### config.mk
export PLATFORM = sky130hd
export DESIGN_NAME = uart_rx_buffer
export DESIGN_NICKNAME = d
export VERILOG_FILES = /design/src/rtl/uart_rx_buffer.sv
export SDC_FILE = /design/constraint.sdc
export NUM_CORES = 1
export LEC_CHECK = 0
export CAP_MARGIN = 20
export CELL_PAD_IN_SITES_DETAIL_PLACEMENT = 0
export CELL_PAD_IN_SITES_GLOBAL_PLACEMENT = 2
export CORE_MARGIN = 8
export CORE_UTILIZATION = 25
export CTS_CLUSTER_DIAMETER = 60
export DETAILED_ROUTE_END_ITERATION = 16
export PLACE_DENSITY = 0.75
export SETUP_SLACK_MARGIN = 0.4
export SLEW_MARGIN = 5
export SYNTH_ARGS = -nofsm -noshare
export SYNTH_HDL_FRONTEND = slang
export SYNTH_SLANG_ARGS = --single-unit
### constraint.sdc
create_clock -name clk -period 6.8 [get_ports clk]
set_input_delay 1.02 -clock clk [delete_from_list [all_inputs] [get_ports clk]]
set_output_delay 1.02 -clock clk [all_outputs]
set_load 0.01 [all_outputs]
### src/rtl/uart_rx_buffer.sv
// UART 8N1 receiver with a byte-wide receive buffer and register interface.
// Define UART_RX_FIFO_EN for a 2^DEPTH_LOG2 FIFO; otherwise a single holding register is used.
module uart_rx_buffer #(
  parameter int unsigned DEPTH_LOG2 = 4,
  parameter logic [31:0] DIV_RESET  = 32'd868
) (
  input  logic        clk,
  input  logic        resetn,
  input  logic        ser_rx,
  input  logic [3:0]  reg_div_we,
  input  logic [31:0] reg_div_di,
  output logic [31:0] reg_div_do,
  input  logic        reg_dat_re,
  output logic [31:0] reg_dat_do,
  input  logic        reg_sta_we,
  output logic [31:0] reg_sta_do,
  output logic        empty
);

  localparam int unsigned CntW = DEPTH_LOG2 + 1;

  typedef enum logic [1:0] {StIdle, StStart, StData, StStop} state_e;

  state_e         r_state, w_state_next;
  logic [1:0]     r_sync;
  logic [31:0]    r_div, r_div_lat, r_cnt;
  logic [2:0]     r_bit;
  logic [7:0]     r_shift;
  logic           r_brk;
  logic           r_ovr, r_ferr;
  logic           w_rx, w_expire;
  logic [31:0]    w_div_eff;
  logic           w_push, w_ferr_set;
  logic           w_wr, w_rd, w_ovr_set;
  logic           w_empty, w_full;
  logic [7:0]     w_head;
  logic [CntW-1:0] w_count;

  assign w_rx      = r_sync[1];
  assign w_div_eff = (r_div < 32'd4) ? 32'd4 : r_div;
  assign w_expire  = (r_cnt == 32'd1);

  always_ff @(posedge clk or negedge resetn) begin
    if (!resetn) begin
      r_sync <= 2'b11;
    end else begin
      r_sync <= {r_sync[0], ser_rx};
    end
  end

  always_ff @(posedge clk or negedge resetn) begin
    if (!resetn) begin
      r_div <= DIV_RESET;
    end else begin
      for (int i = 0; i < 4; i++) begin
        if (reg_div_we[i]) r_div[8*i +: 8] <= reg_div_di[8*i +: 8];
      end
    end
  end

  always_ff @(posedge clk or negedge resetn) begin
    if (!resetn) begin
      r_state <= StIdle;
    end else begin
      r_state <= w_state_next;
    end
  end

  always_comb begin
    w_state_next = r_state;
    unique case (r_state)
      StIdle:  if (!w_rx) w_state_next = StStart;
      StStart: if (w_expire) w_state_next = w_rx ? StIdle : StData;
      StData:  if (w_expire && (r_bit == 3'd7)) w_state_next = StStop;
      StStop: begin
        // After a framing error, hold here until the line returns high.
        if (r_brk) begin
          if (w_rx) w_state_next = StIdle;
        end else if (w_expire && w_rx) begin
          w_state_next = StIdle;
        end
      end
      default: w_state_next = StIdle;
    endcase
  end

  always_comb begin
    w_push     = 1'b0;
    w_ferr_set = 1'b0;
    if ((r_state == StStop) && !r_brk && w_expire) begin
      w_push     = w_rx;
      w_ferr_set = !w_rx;
    end
  end

  always_ff @(posedge clk or negedge resetn) begin
    if (!resetn) begin
      r_cnt     <= 32'd0;
      r_div_lat <= 32'd4;
      r_bit     <= 3'd0;
      r_shift   <= 8'd0;
      r_brk     <= 1'b0;
    end else begin
      unique case (r_state)
        StIdle: begin
          if (!w_rx) begin
            r_cnt     <= {1'b0, w_div_eff[31:1]};
            r_div_lat <= w_div_eff;
            r_bit     <= 3'd0;
          end
        end
        StStart: r_cnt <= w_expire ? r_div_lat : r_cnt - 32'd1;
        StData: begin
          if (w_expire) begin
            r_cnt   <= r_div_lat;
            r_shift <= {w_rx, r_shift[7:1]};
            r_bit   <= r_bit + 3'd1;
          end else begin
            r_cnt <= r_cnt - 32'd1;
          end
        end
        StStop: begin
          if (r_brk) begin
            if (w_rx) r_brk <= 1'b0;
          end else if (w_expire) begin
            r_brk <= !w_rx;
          end else begin
            r_cnt <= r_cnt - 32'd1;
          end
        end
        default: r_brk <= 1'b0;
      endcase
    end
  end

  assign w_rd      = reg_dat_re && !w_empty;
  assign w_wr      = w_push && (!w_full || w_rd);
  assign w_ovr_set = w_push && w_full && !w_rd;

`ifdef UART_RX_FIFO_EN
  localparam int unsigned Depth = 2 ** DEPTH_LOG2;

  logic [7:0]            r_mem [Depth];
  logic [DEPTH_LOG2-1:0] r_wptr, r_rptr;
  logic [CntW-1:0]       r_count;

  assign w_empty = (r_count == '0);
  assign w_full  = (r_count == CntW'(Depth));
  assign w_head  = r_mem[r_rptr];
  assign w_count = r_count;

  always_ff @(posedge clk) begin
    if (w_wr) r_mem[r_wptr] <= r_shift;
  end

  always_ff @(posedge clk or negedge resetn) begin
    if (!resetn) begin
      r_wptr  <= '0;
      r_rptr  <= '0;
      r_count <= '0;
    end else begin
      if (w_wr) r_wptr <= r_wptr + 1'b1;
      if (w_rd) r_rptr <= r_rptr + 1'b1;
      if (w_wr && !w_rd) begin
        r_count <= r_count + 1'b1;
      end else if (!w_wr && w_rd) begin
        r_count <= r_count - 1'b1;
      end
    end
  end
`else
  logic [7:0] r_hold;
  logic       r_valid;

  assign w_empty = !r_valid;
  assign w_full  = r_valid;
  assign w_head  = r_hold;
  assign w_count = CntW'(r_valid);

  always_ff @(posedge clk) begin
    if (w_wr) r_hold <= r_shift;
  end

  always_ff @(posedge clk or negedge resetn) begin
    if (!resetn) begin
      r_valid <= 1'b0;
    end else if (w_wr) begin
      r_valid <= 1'b1;
    end else if (w_rd) begin
      r_valid <= 1'b0;
    end
  end
`endif

  // Setting a sticky flag takes priority over a same-cycle clear.
  always_ff @(posedge clk or negedge resetn) begin
    if (!resetn) begin
      r_ovr  <= 1'b0;
      r_ferr <= 1'b0;
    end else begin
      r_ovr  <= w_ovr_set  | (r_ovr  & ~reg_sta_we);
      r_ferr <= w_ferr_set | (r_ferr & ~reg_sta_we);
    end
  end

  assign empty      = w_empty;
  assign reg_div_do = r_div;
  assign reg_dat_do = w_empty ? 32'hFFFF_FFFF : {24'h0, w_head};
  assign reg_sta_do = {16'h0, 8'(w_count), 4'h0, r_ferr, r_ovr, w_full, w_empty};

endmodule

After elaboration in Yosys (flattened, before gate mapping)
Index checks and enable logic that the tools add are counted.
- add/subtract/negate cells: 2
- $lt $le $gt $ge: 1
- eq/ne operators: 13
- multiplexer cells: 25
- bitwise operators: 6
- reduce and logical (&&, ||, !) cells: 22
- operator list (kind ; number):
    $mux 32 ; 6
    $pmux 32 s3 ; 1
    $eq 32x1->1 const B ; 1
    $lt 32x3->1 const B ; 1
    $sub 32x1->32 const B ; 1
    $mux 2 ; 7
    $ne 2x2->1 const B ; 6
    $logic_and 1x1->1 ; 8
    $pmux 2 s4 ; 1
    $mux 1 ; 7
    $mux 3 ; 2
    $ne 3x3->1 const B ; 2
    $pmux 3 s2 ; 1
    $reduce_and 3->1 ; 2
    $reduce_and 5->1 ; 1
    $eq 2x2->1 const B ; 2
    $logic_not 1->1 ; 4
    $reduce_and 2->1 ; 2
    $reduce_bool 2->1 ; 2
    $add 3x1->3 const B ; 1
    $eq 3x3->1 const B ; 1
    $and 1x1->1 ; 2
    $eq 2x1->1 const B ; 1
    $logic_not 2->1 ; 1
    other kinds (4) ; 6
- flip-flop bits (word level): 123
- input port bits: 41
- output and inout bits: 97
- word-level logic and storage cells: 84

Logic depth before layout (Yosys ltp)
- depth in word-level cells: 7
- gate-level depth with buffers: 10
- gate-level depth less buffers: 8

Worst setup path after synthesis
OpenSTA, ideal clock, no wires.
- path kind: register -> register
- start point: reg r_cnt[24]
- end point: reg r_cnt[18]
- data arrival time: 2.925 ns
- data required time: 6.678 ns
- setup slack: 3.753 ns
- stages on the path, launching flop included: 10
- buffers on the path: 3
- cell sequence: dfrtp_1 -> or4_4 -> or4_4 -> buf_6 -> or4_4 -> buf_6 -> a21o_1 -> buf_6 -> a221o_1 -> a32o_1
- longest elaborated chain between the ends: 3
- RTL lines (what ; line ; text):
    from (decl) ; 26 ; logic [31:0] r_div, r_div_lat, r_cnt;
    from (signal assigned) ; 107 ; r_cnt <= {1'b0, w_div_eff[31:1]};
    from (signal assigned) ; 112 ; StStart: r_cnt <= w_expire ? r_div_lat : r_cnt - 32'd1;
    from (signal assigned) ; 115 ; r_cnt <= r_div_lat;
    $eq 32x1->1 * ; 41 ; assign w_expire = (r_cnt == 32'd1);
    $mux 32 / $ne 2x2->1 (equally long branches) ; n/a ;
    $pmux 32 s3 / $reduce_and 3->1 (equally long branches) ; n/a ;
Every way passes the cells marked *; elsewhere a longest branch is shown, timed or not.
A chain may end at the register's enable or synchronous reset.

Worst setup path after layout
- start point: reg r_cnt[6]
- end point: reg r_cnt[29]
- longest elaborated chain between the ends: 4
- RTL lines (what ; line ; text):
    $sub 32x1->32 ; 112, 119, 128 ;
    $mux 32 ; 125 ; end else if (w_expire) begin
    $mux 32 ; 123 ; if (r_brk) begin
    $pmux 32 s3 ; 104 ; unique case (r_state)
Several ways; a longest one is shown, not always the timed one. The select of a mux whose other input is x is not followed.

==> summary.txt <==
Setup path
  – Worst Path Max Fanout: 11
  – Crit path cell chain: nor4_1, nand2_1, or4_4, a21oi_1, o311ai_0, a32o_1
  – Critical path class: reg2reg
  – Critical Path RT: 7.10 ns
  – Critical Path AT: 4.02 ns
  – Crit. End Element: flip-flop
  – Worst setup SP type: flip-flop
  – Slowest cell on the critical path: nor4_1
  – CP peak stage delay: 0.90 ns

Placed design
  – Half-perimeter wire length after placement: 12260 um
  – DP Worst Slack: 3.109 ns
  – GPL Wtd Cong: 0.7453
  – Input/output buffers: 110

Route
  – Initial drt markers: 355
  – DRC viols: 0
  – Routed WL: 18310 um
  – Drt pass-1 iters: 4
  – Via/cell ratio: 4.750
  – Routed Antenna Nets: 0
  – Routed wire per std cell: 17.84 um
  – Vias: 4873

Global routing
  – Vias in the first global route: 5139
  – GR peak layer: met2
  – M3 GR Usage: 3.511%
  – Initial antenna violation count: 0
  – GR met2 Demand/Resource: 18.50%
  – Largest net degree at the start of global routing: 78
  – Total gr overflow: 0
  – M1 GR Usage: 15.13%
  – GRT Util Overall: 11.74%
  – First-pass GRT wire length: 29170 um

Logic synthesis
  – Area contributors post-synth: dfrtp_1, mux2_2, buf_4
  – Synth top area share: 41.02%
  – Average cell area after synthesis: 10.77 um^2
  – Synth cell count leaders: dfrtp_1, mux2_2, buf_4
  – Mapped Cells: 606
  – Yosys cell types: 56
  – Number of flops mapped to enable cells by yosys: 8
  – Synth warnings: 0
  – Async set or reset register ratio after synthesis: 93.50%
  – #FFs+latches synth: 123
  – Register area share after synthesis: 47.92%
  – Top cell type by total area after synthesis: dfrtp_1
  – Top_reg_cell synth: dfrtp_1
  – Most common cell in the netlist: dfrtp_1
  – Mapped cell area: 6528 um^2

Clocking
  – CTS HTree Levels: 4
  – Post-CTS Hold Buffers: 0
  – CTS Sinks: 123
  – Num CTS Buffers: 17
  – Root Driver: clkbuf_16
  – Post-cts resize count: 0
  – Postcts setup bufs: 0
  – Clock latency on the worst-skew pair: 0.42 ns
  – Worst-case clock buffer depth: 2
  – TritonCTS clock tree: yes
  – Reg clk slew, reported paths: 0.06 ns

STA
  – Worst-Margin Slew: 1.035 ns
  – Period minus WS final: 3.722 ns
  – Relative slew slack: 30.35%
  – Final Setup Violations: 0
  – Post-Route Skew: 0.01555 ns
  – Fmax: 0.2687 GHz
  – Slew Limit Fails: 0
  – Final hold vios: 0
  – Final setup margin: 3.078 ns
  – RSZ-0062 raised after global routing: no
  – Setup TNS Final: 0 ns
  – Final Cycle Share: 54.74%

Pwr
  – PD cells: 383.5 nW/um^2
  – Total Power: 3.164 mW
  – P_leak: 3.265 nW
  – Peak supply drop: 0.1709 mV

Flow run
  – Max-Cap Viols: 0

Layout
  – # diodes: 0
  – Layout cells sized above 1: 18.81%
  – Sequential Area: 3128 um^2
  – P&R area growth vs syn: 26.41%
  – Layout Nets: 728
  – Multi-input logic area: 2893 um^2
  – Fill cell count: 2679
  – Final core occ: 31.94%

Floorplanning
  – Die W: 177.6 um
  – I/O Pins: 138
  – Core Region: 25840 um^2
  – Die ar.: 31540 um^2
  – Starting density of the core: 25.26%
  – Rows: 59
  – Chip height: 177.6 um

Worst hold path
  – Hold Path Class: reg2reg

Run status
  – Outcome: completed
[report_power, final]
group	switching, mW	leakage (nW)	internal (mW)
combinational	0.588	1.54	0.510
sequential	0.216	1.45	0.967
clock	0.398	0.275	0.487
[path summary, 6_finish.rpt]
kind                                       from                   endpoint  slack [ns]  cells past startpoint
max                        r_cnt[6]$_DFFE_PN0P_      r_cnt[29]$_DFFE_PN0P_        3.08                      6
min                         r_sync[0]$_DFF_PN1_        r_sync[1]$_DFF_PN1_        0.36                      0
max reg2reg                r_cnt[6]$_DFFE_PN0P_      r_cnt[29]$_DFFE_PN0P_        3.08                      6
min reg2reg                 r_sync[0]$_DFF_PN1_        r_sync[1]$_DFF_PN1_        0.36                      0
max in group asynchronous                resetn  reg_div_do[9]$_DFFE_PN1P_        5.20                      3
min in group asynchronous                resetn      r_cnt[29]$_DFFE_PN0P_        0.57                      1
[cells by family (layout without fill, tap and decap cells)]
group	Yosys count	after routing	share of synthesized area [%]
flops	123	123	47.92
other cells	1	27	0.05745
mux	73	73	12.57
fa+ha+maj	9	9	1.725
compound gates	133	133	14.09
buf+inv	103	162	9.526
xor+xnor	19	19	2.549
simple gates	145	145	11.56
[flip-flops by register name (all words and copies together), names as in the netlist, named ones only]
signal / flops
r_bit: 3
r_brk: 1
r_cnt: 32
r_div_lat: 32
r_ferr: 1
r_hold: 8
r_ovr: 1
r_shift: 8
r_state: 1
r_sync: 2
r_valid: 1
reg_div_do: 32
[layout by cell type (no fill, tap or decap), drive strengths merged, types with 2 or more instances in the layout]
cell type	n
and3	3
dfrtp	107
ha	9
clkinvlp	3
a31oi	4
a21oi	8
dfstp	8
nand4	5
a211oi	2
conb	27
a221o	5
xor2	12
a221oi	21
o311ai	2
inv	24
clkbuf	17
mux2	72
o21ai	53
a31o	3
edfxtp	8
clkdlybuf4s50	109
a32o	8
or3	4
clkinv	2
nand3b	2
nor2	27
or4	6
o21a	3
nand2	44
xnor2	7
buf	7
nand2b	17
o31ai	12
nor4	17
nand3	7
nor3	5
a22o	4
[per-layer routing]
layer	routed length (um)	up-vias
met4	367	0
met2	8284	169
li1	-	2280
met5	0	-
met1	8354	2404
met3	1299	20
[cell type report]
class	count	share of cell area [%]
Clock inverter	15	1.820
Sequential cell	123	37.91
Tap cell	335	5.080
Multi-Input combinational cell	406	35.06
Inverter	14	0.6368
Timing Repair Buffer	116	14.34
Clock buffer	17	5.155
[worst max-delay path, delay by kind of cell, from the launching register on]
family	cells	cell delay (ns)
simple gates	3	1.97
flops	1	0.41
compound gates	3	1.22
[per-stage QoR]
step / hold slack [ns] / cells / cell area [um^2]
2_1_floorplan: 0.3452 / 632 / 6625
3_3_place_gp: 0.3496 / 992 / 7621
3_5_place_dp: 0.3472 / 992 / 7621
4_1_cts: 0.3602 / 1024 / 8197
5_1_grt: 0.3661 / 1026 / 8252
6_report: 0.3580 / 1026 / 8252
(Power assumes the default switching activity.)
